==> src/rtl/exu_wbck_arb_pkg.sv <==
// Shared widths, OITF geometry and writeback types for the execute-stage writeback scheduler.
package exu_wbck_arb_pkg;

    localparam int XLEN        = 32;
    localparam int RFIDX_WIDTH = 5;
    localparam int OITF_DEPTH  = 2;
    localparam int OITF_IDX_W  = $clog2(OITF_DEPTH);
    localparam int OITF_PTR_W  = OITF_IDX_W + 1;

    typedef logic [XLEN-1:0]        data_t;
    typedef logic [RFIDX_WIDTH-1:0] rfidx_t;
    typedef logic [OITF_PTR_W-1:0]  oitf_ptr_t;
    typedef logic [OITF_IDX_W-1:0]  oitf_idx_t;

    typedef struct packed {
        data_t  wdat;
        rfidx_t rdidx;
    } wbck_t;

    // x0 is never a real destination, so it can never create a hazard.
    function automatic logic idx_hit(rfidx_t entry, rfidx_t idx);
        return (entry != '0) && (entry == idx);
    endfunction

endpackage

==> src/rtl/exu_wbck_arb_if.sv <==
// Dispatch, writeback-source and register-file signals of the writeback scheduler.
interface exu_wbck_arb_if;
    import exu_wbck_arb_pkg::*;

    logic   ld_disp_valid;
    logic   ld_disp_ready;
    rfidx_t ld_disp_rdidx;
    rfidx_t disp_rs1idx;
    rfidx_t disp_rs2idx;
    rfidx_t disp_rdidx;
    logic   oitf_dep;
    logic   oitf_empty;

    logic   alu_wbck_i_valid;
    logic   alu_wbck_i_ready;
    data_t  alu_wbck_i_wdat;
    rfidx_t alu_wbck_i_rdidx;

    logic   lsu_wbck_i_valid;
    logic   lsu_wbck_i_ready;
    data_t  lsu_wbck_i_wdat;

    logic   rf_wbck_o_ena;
    data_t  rf_wbck_o_wdat;
    rfidx_t rf_wbck_o_rdidx;

    modport master (
        output ld_disp_valid, ld_disp_rdidx, disp_rs1idx, disp_rs2idx, disp_rdidx,
        output alu_wbck_i_valid, alu_wbck_i_wdat, alu_wbck_i_rdidx,
        output lsu_wbck_i_valid, lsu_wbck_i_wdat,
        input  ld_disp_ready, oitf_dep, oitf_empty,
        input  alu_wbck_i_ready, lsu_wbck_i_ready,
        input  rf_wbck_o_ena, rf_wbck_o_wdat, rf_wbck_o_rdidx
    );

    modport slave (
        input  ld_disp_valid, ld_disp_rdidx, disp_rs1idx, disp_rs2idx, disp_rdidx,
        input  alu_wbck_i_valid, alu_wbck_i_wdat, alu_wbck_i_rdidx,
        input  lsu_wbck_i_valid, lsu_wbck_i_wdat,
        output ld_disp_ready, oitf_dep, oitf_empty,
        output alu_wbck_i_ready, lsu_wbck_i_ready,
        output rf_wbck_o_ena, rf_wbck_o_wdat, rf_wbck_o_rdidx
    );

endinterface

==> src/rtl/exu_wbck_arb_oitf.sv <==
// Outstanding-load FIFO: circular buffer of load destinations with wrap-bit pointers
// and a combinational hazard compare against the instruction being dispatched.
module exu_oitf
    import exu_wbck_arb_pkg::*;
(
    input  logic   clk,
    input  logic   rst,
    input  logic   alc_vld_i,
    input  rfidx_t alc_rdidx_i,
    input  logic   ret_vld_i,
    input  rfidx_t rs1idx_i,
    input  rfidx_t rs2idx_i,
    input  rfidx_t rdidx_i,
    output rfidx_t ret_rdidx_o,
    output logic   full_o,
    output logic   empty_o,
    output logic   dep_o
);

    rfidx_t    mem_q [OITF_DEPTH];
    oitf_ptr_t wr_ptr_q, wr_ptr_d;
    oitf_ptr_t rd_ptr_q, rd_ptr_d;
    oitf_ptr_t count;
    oitf_idx_t wr_idx, rd_idx;
    oitf_idx_t offs [OITF_DEPTH];

    assign wr_idx      = wr_ptr_q[OITF_IDX_W-1:0];
    assign rd_idx      = rd_ptr_q[OITF_IDX_W-1:0];
    assign empty_o     = (wr_ptr_q == rd_ptr_q);
    assign full_o      = (wr_idx == rd_idx) && (wr_ptr_q[OITF_IDX_W] != rd_ptr_q[OITF_IDX_W]);
    assign count       = wr_ptr_q - rd_ptr_q;
    assign ret_rdidx_o = mem_q[rd_idx];
    assign wr_ptr_d    = wr_ptr_q + oitf_ptr_t'(alc_vld_i);
    assign rd_ptr_d    = rd_ptr_q + oitf_ptr_t'(ret_vld_i);

    always_ff @(posedge clk) begin
        if (rst) begin
            wr_ptr_q <= '0;
            rd_ptr_q <= '0;
        end else begin
            wr_ptr_q <= wr_ptr_d;
            rd_ptr_q <= rd_ptr_d;
        end
    end

    // NOTE: the entry storage has no reset; the pointers alone decide which entries are live.
    always_ff @(posedge clk) begin
        if (alc_vld_i) begin
            mem_q[wr_idx] <= alc_rdidx_i;
        end
    end

    // An entry is live when its distance from the head is below the occupancy.
    always_comb begin
        dep_o = 1'b0;
        for (int i = 0; i < OITF_DEPTH; i++) begin
            offs[i] = oitf_idx_t'(i) - rd_idx;
            if (({1'b0, offs[i]} < count) &&
                (idx_hit(mem_q[i], rs1idx_i) || idx_hit(mem_q[i], rs2idx_i) ||
                 idx_hit(mem_q[i], rdidx_i))) begin
                dep_o = 1'b1;
            end
        end
    end

endmodule

==> src/rtl/exu_wbck_arb.sv <==
// Writeback scheduler: shares the register-file write port between load responses
// (priority) and ALU commits, and registers the granted write.
module exu_wbck_arb
    import exu_wbck_arb_pkg::*;
(
    input logic           clk,
    input logic           rst,
    exu_wbck_arb_if.slave bus
);

    logic   oitf_full, oitf_empty_w;
    logic   ld_hs, lsu_hs, alu_hs;
    rfidx_t lsu_rdidx;
    wbck_t  wbck_q, wbck_d;
    logic   ena_q, ena_d;

    // Readies come from current state only, so a blocked allocate stays blocked on a retire cycle.
    assign ld_hs                = bus.ld_disp_valid & ~oitf_full;
    assign lsu_hs               = bus.lsu_wbck_i_valid & ~oitf_empty_w;
    assign alu_hs               = bus.alu_wbck_i_valid & ~lsu_hs;
    assign bus.ld_disp_ready    = ~oitf_full;
    assign bus.lsu_wbck_i_ready = ~oitf_empty_w;
    assign bus.alu_wbck_i_ready = ~lsu_hs;
    assign bus.oitf_empty       = oitf_empty_w;

    exu_oitf u_oitf (
        .clk         (clk),
        .rst         (rst),
        .alc_vld_i   (ld_hs),
        .alc_rdidx_i (bus.ld_disp_rdidx),
        .ret_vld_i   (lsu_hs),
        .rs1idx_i    (bus.disp_rs1idx),
        .rs2idx_i    (bus.disp_rs2idx),
        .rdidx_i     (bus.disp_rdidx),
        .ret_rdidx_o (lsu_rdidx),
        .full_o      (oitf_full),
        .empty_o     (oitf_empty_w),
        .dep_o       (bus.oitf_dep)
    );

    // NOTE: every output of this block gets a default first so no path can infer a latch.
    always_comb begin
        wbck_d = wbck_q;
        if (lsu_hs) begin
            wbck_d = '{wdat: bus.lsu_wbck_i_wdat, rdidx: lsu_rdidx};
        end else if (alu_hs) begin
            wbck_d = '{wdat: bus.alu_wbck_i_wdat, rdidx: bus.alu_wbck_i_rdidx};
        end
        ena_d = (lsu_hs | alu_hs) & (wbck_d.rdidx != '0);
    end

    always_ff @(posedge clk) begin
        if (rst) begin
            ena_q  <= 1'b0;
            wbck_q <= '0;
        end else begin
            ena_q  <= ena_d;
            wbck_q <= wbck_d;
        end
    end

    assign bus.rf_wbck_o_ena   = ena_q;
    assign bus.rf_wbck_o_wdat  = wbck_q.wdat;
    assign bus.rf_wbck_o_rdidx = wbck_q.rdidx;

endmodule

==> src/flat_wrapper.sv <==
// flat-port wrapper written by rule: the top's interface ports become plain ports
module exu_wbck_arb_flat import exu_wbck_arb_pkg::*;
  (clk, rst, bus_ld_disp_valid, bus_ld_disp_rdidx, bus_disp_rs1idx, bus_disp_rs2idx, bus_disp_rdidx, bus_alu_wbck_i_valid, bus_alu_wbck_i_wdat, bus_alu_wbck_i_rdidx, bus_lsu_wbck_i_valid, bus_lsu_wbck_i_wdat, bus_ld_disp_ready, bus_oitf_dep, bus_oitf_empty, bus_alu_wbck_i_ready, bus_lsu_wbck_i_ready, bus_rf_wbck_o_ena, bus_rf_wbck_o_wdat, bus_rf_wbck_o_rdidx);
  exu_wbck_arb_if bus_i ();
  input logic clk;
  input logic rst;
  input wire logic [$bits(bus_i.ld_disp_valid)-1:0] bus_ld_disp_valid;
  input wire logic [$bits(bus_i.ld_disp_rdidx)-1:0] bus_ld_disp_rdidx;
  input wire logic [$bits(bus_i.disp_rs1idx)-1:0] bus_disp_rs1idx;
  input wire logic [$bits(bus_i.disp_rs2idx)-1:0] bus_disp_rs2idx;
  input wire logic [$bits(bus_i.disp_rdidx)-1:0] bus_disp_rdidx;
  input wire logic [$bits(bus_i.alu_wbck_i_valid)-1:0] bus_alu_wbck_i_valid;
  input wire logic [$bits(bus_i.alu_wbck_i_wdat)-1:0] bus_alu_wbck_i_wdat;
  input wire logic [$bits(bus_i.alu_wbck_i_rdidx)-1:0] bus_alu_wbck_i_rdidx;
  input wire logic [$bits(bus_i.lsu_wbck_i_valid)-1:0] bus_lsu_wbck_i_valid;
  input wire logic [$bits(bus_i.lsu_wbck_i_wdat)-1:0] bus_lsu_wbck_i_wdat;
  output wire logic [$bits(bus_i.ld_disp_ready)-1:0] bus_ld_disp_ready;
  output wire logic [$bits(bus_i.oitf_dep)-1:0] bus_oitf_dep;
  output wire logic [$bits(bus_i.oitf_empty)-1:0] bus_oitf_empty;
  output wire logic [$bits(bus_i.alu_wbck_i_ready)-1:0] bus_alu_wbck_i_ready;
  output wire logic [$bits(bus_i.lsu_wbck_i_ready)-1:0] bus_lsu_wbck_i_ready;
  output wire logic [$bits(bus_i.rf_wbck_o_ena)-1:0] bus_rf_wbck_o_ena;
  output wire logic [$bits(bus_i.rf_wbck_o_wdat)-1:0] bus_rf_wbck_o_wdat;
  output wire logic [$bits(bus_i.rf_wbck_o_rdidx)-1:0] bus_rf_wbck_o_rdidx;
  assign bus_i.ld_disp_valid = bus_ld_disp_valid;
  assign bus_i.ld_disp_rdidx = bus_ld_disp_rdidx;
  assign bus_i.disp_rs1idx = bus_disp_rs1idx;
  assign bus_i.disp_rs2idx = bus_disp_rs2idx;
  assign bus_i.disp_rdidx = bus_disp_rdidx;
  assign bus_i.alu_wbck_i_valid = bus_alu_wbck_i_valid;
  assign bus_i.alu_wbck_i_wdat = bus_alu_wbck_i_wdat;
  assign bus_i.alu_wbck_i_rdidx = bus_alu_wbck_i_rdidx;
  assign bus_i.lsu_wbck_i_valid = bus_lsu_wbck_i_valid;
  assign bus_i.lsu_wbck_i_wdat = bus_lsu_wbck_i_wdat;
  assign bus_ld_disp_ready = bus_i.ld_disp_ready;
  assign bus_oitf_dep = bus_i.oitf_dep;
  assign bus_oitf_empty = bus_i.oitf_empty;
  assign bus_alu_wbck_i_ready = bus_i.alu_wbck_i_ready;
  assign bus_lsu_wbck_i_ready = bus_i.lsu_wbck_i_ready;
  assign bus_rf_wbck_o_ena = bus_i.rf_wbck_o_ena;
  assign bus_rf_wbck_o_wdat = bus_i.rf_wbck_o_wdat;
  assign bus_rf_wbck_o_rdidx = bus_i.rf_wbck_o_rdidx;
  exu_wbck_arb u_core (.clk(clk), .rst(rst), .bus(bus_i));
endmodule
==> config.mk <==
export PLATFORM = sky130hd
export DESIGN_NAME = exu_wbck_arb_flat
export DESIGN_NICKNAME = d
export VERILOG_FILES = /design/src/rtl/exu_wbck_arb_pkg.sv /design/src/rtl/exu_wbck_arb_if.sv /design/src/rtl/exu_wbck_arb_oitf.sv /design/src/rtl/exu_wbck_arb.sv /design/src/flat_wrapper.sv
export SDC_FILE = /design/constraint.sdc
export NUM_CORES = 1
export LEC_CHECK = 0
export BUFFER_PORTS_ARGS = -buffer_cell sky130_fd_sc_hd__buf_2
export CAP_MARGIN = 20
export CORE_MARGIN = 3
export CORE_UTILIZATION = 46
export DETAILED_ROUTE_END_ITERATION = 10
export PLACE_DENSITY = 0.81
export SLEW_MARGIN = 20
export SYNTH_ARGS = -nofsm -noshare
export SYNTH_HDL_FRONTEND = slang
export SYNTH_SLANG_ARGS = --single-unit
export TNS_END_PERCENT = 30
==> constraint.sdc <==
create_clock -name clk -period 2 [get_ports clk]
set_clock_uncertainty 0.15 [all_clocks]
set_input_delay 0.2 -clock clk [delete_from_list [all_inputs] [get_ports clk]]
set_output_delay 0.2 -clock clk [all_outputs]
set_load 0.01 [all_outputs]
# Word-level counts from Yosys, hierarchy flattened
# Memory sizes are Yosys's and may differ from the RTL's. A register that Yosys moved wholly into a read port is not among the register bits.
# Index checks and enable logic that the tools add are counted.
# totals
register_bits	42
ramBits	10
in_bits	94
out_inout_bits	43
elab_cells	54
n_memories	1
# mem_list
memory	depth	width	read_ports	rd_ports_with_merged_regs	wr	line	text
u_core.u_oitf.mem_q	2	5	3	1	1	exu_wbck_arb_oitf.sv:20	rfidx_t mem_q [OITF_DEPTH];
# op_classes
n_addsub	5
n_lt_le_gt_ge	2
eq_ne	9
muxes	7
bitwise	8
reduce_logical	17
# ops
operator	n
2-to-1 mux 37 bit	2
== test 5 bit	6
nonzero test 5 bit	3
logical AND 1 bit	9
2-to-1 mux 1 bit	5
adder 2 x 1 -> 2 bit	2
bitwise AND 1 bit	4
logical OR 1 bit	4
< comparator 1 x 2 -> 1 bit	2
NOT 1 bit	3
== test 2 bit	1
nonzero test 2 bit	1
subtractor 1 bit, first input constant	2
subtractor 2 bit	1
== test 1 bit	1
inequality test 1 bit	1
OR 1 bit	1

# Logic depth before layout (Yosys ltp)
# depth
word_depth	9
mapped_depth	8
mapped_depth_nobuf	8

# Cells and area by module
# Synthesis repeated with hierarchy kept, for this count alone.
# hier_totals
cells_unflattened	264
hier_area_um2	2692.6
# modules_own_cells
module	n_inst	cells_per_inst	area_each_um2	seq_area_each_um2
exu_wbck_arb	1	177	1710.4	760.7
exu_oitf	1	87	982.2	380.4

# Worst setup path after synthesis
# Ideal clock, no wire load.
# synth_timing
path_kind	register to register
from	register u_core.u_oitf.wr_ptr_q[0]
to	register u_core.ena_q (netlist: u_core.bus.rf_wbck_o_ena)
setup_time_ps	130
arrival_time_ps	1589
required_time_ps	1720
slack_ps	131
path_stages_with_launch	9
n_path_buf	0
period_less_slack_ps	1869
path_cell_list	dfxtp_1 inv_1 ha_1 inv_1 o21ai_4 inv_2 or3_1 o21ai_0 a311oi_1
# synth_between
elab_chain_len	9
word_cells_on_any_way	10
cone_classes	eq/ne: 1; mux: 2; bitwise: 6; reduce/logical: 1
# synth_rtl
item	line	text
from (decl)	exu_wbck_arb_oitf.sv:21	oitf_ptr_t wr_ptr_q, wr_ptr_d;
from (signal assigned)	exu_wbck_arb_oitf.sv:41	wr_ptr_q <= wr_ptr_d;
== test 2 bit (*)	exu_wbck_arb_oitf.sv:29	assign empty_o = (wr_ptr_q == rd_ptr_q);
NOT 1 bit (*)	exu_wbck_arb.sv:19	assign lsu_hs = bus.lsu_wbck_i_valid & ~oitf_empty_w;
bitwise AND 1 bit (*)	exu_wbck_arb.sv:19	
NOT 1 bit	exu_wbck_arb.sv:20	assign alu_hs = bus.alu_wbck_i_valid & ~lsu_hs;
bitwise AND 1 bit	exu_wbck_arb.sv:20	
2-to-1 mux 37 bit	exu_wbck_arb.sv:46	end else if (alu_hs) begin
2-to-1 mux 37 bit	exu_wbck_arb.sv:44	if (lsu_hs) begin
nonzero test 5 bit	exu_wbck_arb.sv:49	ena_d = (lsu_hs | alu_hs) & (wbck_d.rdidx != '0);
bitwise AND 1 bit (*)	exu_wbck_arb.sv:49	
to (signal assigned)	exu_wbck_arb.sv:57	ena_q <= ena_d;
to (decl)	exu_wbck_arb.sv:15	logic ena_q, ena_d;
# Mark *: on every way between the ends. The rest lies on a longest branch, timed or not. The select of a mux whose other input is x is not followed.
# A chain may end at the register's enable or synchronous reset.

==> summary.md <==
| Metric | Value |
|---|---|
| Ys flop type | `dfxtp_1` |
| Hold WC Path Type | `primary input to flip-flop` |
| Crit Path Class | `flip-flop to output pin` |
| Crit path time final | `2.17 ns` |
| Vias | `2621` |
| Most common cell after layout, fill and taps aside | `buf_2` |
| Synthesized netlist cell count | `277` |
| Internal power | `0.00263 W` |
| Synth-to-Final Area Change | `45.3%` |
| Critical Path Max Stage Delay | `0.52 ns` |
| Async S/R FF share, synth | `0%` |
| FMAX | `460 MHz` |
| Share of layout cells above drive strength 1 | `44.2%` |
| Leak | `1.85 nW` |
| I/O Buffers | `136` |
| Synth cell types | `27` |
| Fin util | `69.8%` |
| Hold Startpoint | `bus_lsu_wbck_i_wdat[6]` |
| DRT iter0 DRCs | `109` |
| Sequential-to-total area share from yosys stat | `42.6%` |
| RSZ-0062 raised after global routing | `true` |
| Die Height | `82.3 um` |
| Floorplan row count | `27` |
| First-pass GRT wire length | `11.2 mm` |
| Setup ws final | `-0.174 ns` |
| Ant diodes | `0` |
| Post-Syn Area | `2680 um^2` |
| Power Density | `1070 nW/um^2` |
| WL per Instance | `15.7 um` |
| TritonRoute pass-1 iters | `4` |
| Critical path cell sequence | `xnor2_1, nand3_1, nor3_2, nor3_1, o32ai_2, buf_2` |
| Most frequent cells in the layout | `buf_2, nor2_1, dfxtp_1` |
| Clock power share | `16.7%` |
| FF-to-FF path depth | `8` |
| EDFF count, synth | `10` |
| Die outline area | `6770 um^2` |
| CTS max path bufs | `2` |
| Startpoint types | `flip-flop` |
| Seq pwr share | `36.4%` |
| Failing checks | `setup timing` |
| Switching power | `0.00155 W` |
| Outcome | `complete, but fails checks` |
| Worst Setup End Kind | `output pin` |
| Relative slew slack | `70.2%` |
| Routed WL | `7.90 mm` |
| Tightest Pin Transition | `0.447 ns` |
| Antenna-violating nets left | `0` |
| Ys Warns | `0` |
| Total gr overflow | `0` |
| Worst-skew pair later-pin latency | `0.31 ns` |
| Worst IR drop on VDD | `610 uV` |
| Final setup violation count | `1` |
| Tcrit/Tclk final | `109%` |
| IO Count | `137` |
| Starting Density | `48.1%` |
| Worst hold stages | `3` |
| Setup TNS | `-0.174 ns` |
| Vias in the first global route | `2483` |
| Syn nets | `377` |
| Reg2reg start | `u_core.u_oitf.wr_ptr_q[0]` |
| Max-cap violation count | `0` |
| Placer Congestion | `0.815` |
| HPWL Detailed | `5.46 mm` |
| Final Slew Violations | `0` |
| Total CTS buffers | `5` |
| Core Footprint | `5570 um^2` |
| Die Span X | `82.3 um` |
| Crit path DAT | `1.82 ns` |
| Initial antenna violation count | `0` |
| Gate power share | `46.9%` |
| R2R setup slack | `0.09 ns` |
| Crit-path max FO | `5` |
| Hold endpoint | `u_core.bus.rf_wbck_o_wdat[6]` |
| Synth Register Bits | `52` |
| Avg Cell Area, Syn | `9.67 um^2` |
| Pin count of the biggest net entering global routing | `41` |
| Htree depth | `2` |
| Final Hold Vio Count | `0` |
| Req. time, crit path | `1.65 ns` |
| Hold_ws | `0.0143 ns` |
| Clock root buffer | `clkbuf_8` |
| CTS tree | `yes` |
| RR Endpoint | `u_core.bus.rf_wbck_o_ena` |
| Critical-path top delay cell | `edfxtp_1` |
| Remaining DRCs | `0` |
| Clock slew at reported path FFs | `0.10 ns` |
| Clock sinks | `52` |
| Final #Nets | `529` |
| DR vias/cell | `5.22` |
| Switching Fraction | `37.1%` |
| Total GRT Usage | `21.5%` |
[critical path: cells and delay by family, from the launching register on]
kind                      cells  cell delay, ns
AOI/OAI and AO/OA             1            0.14
xor gates and xnor gates      1            0.25
buffers and inverters         1            0.18
DFF                           1            0.52
and+or+nand+nor               3            0.44
[kinds of logic after synthesis]
family	after synthesis	share of synthesized area (%)
AO/OA/AOI/OAI	46	12.8
adder cells (fa/ha/maj)	6	2.80
buffers and inverters	31	4.72
flip-flops	52	42.6
XOR/XNOR	33	10.8
multiplexers	40	15.1
AND/OR/NAND/NOR	69	11.2
[power by group through the flow]
stage               clock [W]  combinational [W]  sequential (W)
finish               0.000699            0.00196         0.00152
global route         0.000769            0.00213         0.00155
CTS                  0.000710            0.00175         0.00152
detailed placement          0            0.00162         0.00154
global placement            0            0.00156         0.00153
floorplan                   0           0.000919         0.00160
[final cells by class]
| cell class | instances | area, um^2 |
|---|---|---|
| inverters | 7 | 26.3 |
| fillers | 423 | 1680 |
| repair buffers | 169 | 1030 |
| clock inverters | 2 | 16.3 |
| flip-flops and latches | 52 | 1140 |
| multi-input cells | 194 | 1490 |
| clock buffers | 6 | 93.8 |
| well taps | 72 | 90.1 |
[worst max-delay path by stage]
| stage | endpoint | startpoint | slack [ns] | depth (start not counted) |
|---|---|---|---|---|
| final | bus_oitf_dep | u_core.u_oitf.mem_q[0][0] | -0.17 | 6 |
| after detailed placement | u_core.bus.rf_wbck_o_wdat[17] | u_core.u_oitf.wr_ptr_q[0] | -0.002 | 8 |
| after floorplan | u_core.bus.rf_wbck_o_ena | u_core.u_oitf.wr_ptr_q[0] | 0.13 | 8 |
| after global placement | bus_oitf_dep | u_core.u_oitf.mem_q[1][4] | 0.09 | 6 |
| after CTS | bus_oitf_dep | u_core.u_oitf.mem_q[1][2] | -0.15 | 5 |
| after global routing | bus_oitf_dep | u_core.u_oitf.mem_q[1][0] | -0.26 | 6 |
[cell usage after synthesis (all sizes together) (6+ instances only)]
library cell  number  area (um^2)
inv                7         26.3
xor2              13          114
dfxtp             42          841
a211oi            37          278
edfxtp            10          300
nor2              43          161
xnor2             20          175
ha                 6         75.1
clkbuf            15         56.3
buf                9         43.8
mux2i             37          370
nand3              6         30.0
nor3              11         55.1
[flip-flops by register name, indices dropped and copies added, names as in the netlist]
register,count
u_core.u_oitf.mem_q,10
u_core.bus.rf_wbck_o_rdidx,5
u_core.u_oitf.wr_ptr_q,2
u_core.bus.rf_wbck_o_ena,1
u_core.bus.rf_wbck_o_wdat,32
u_core.u_oitf.rd_ptr_q,2
[through the flow]
stage	cell area, um^2	instances	worst slack (ns)	power (W)
2_1_floorplan	2680	277	0.131	0.00252
3_3_place_gp	3440	468	0.0933	0.00309
3_5_place_dp	3440	468	-0.00159	0.00316
4_1_cts	3750	492	-0.148	0.00397
5_1_grt	3890	502	-0.258	0.00446
6_report	3890	502	-0.174	0.00417
[routing by layer]
metal / GRT usage [%] / up-vias / share of wire [%]
met5: 0 / - / 0
met4: 11.0 / 0 / 2.9
met3: 4.56 / 22 / 5.5
met2: 36.1 / 95 / 51
met1: 25.9 / 1222 / 41
li1: - / 1282 / -
[timing repair]
action	4_1_cts	5_1_grt
endpoints found under the setup margin	4	9
hold buffers	5	1
buffers inserted	11	7
endpoints found under the hold margin	10	1
gates cloned	0	2
gates resized for setup	12	7
pin swaps	12	3
Note: power is estimated with default switching activity, not from simulation.
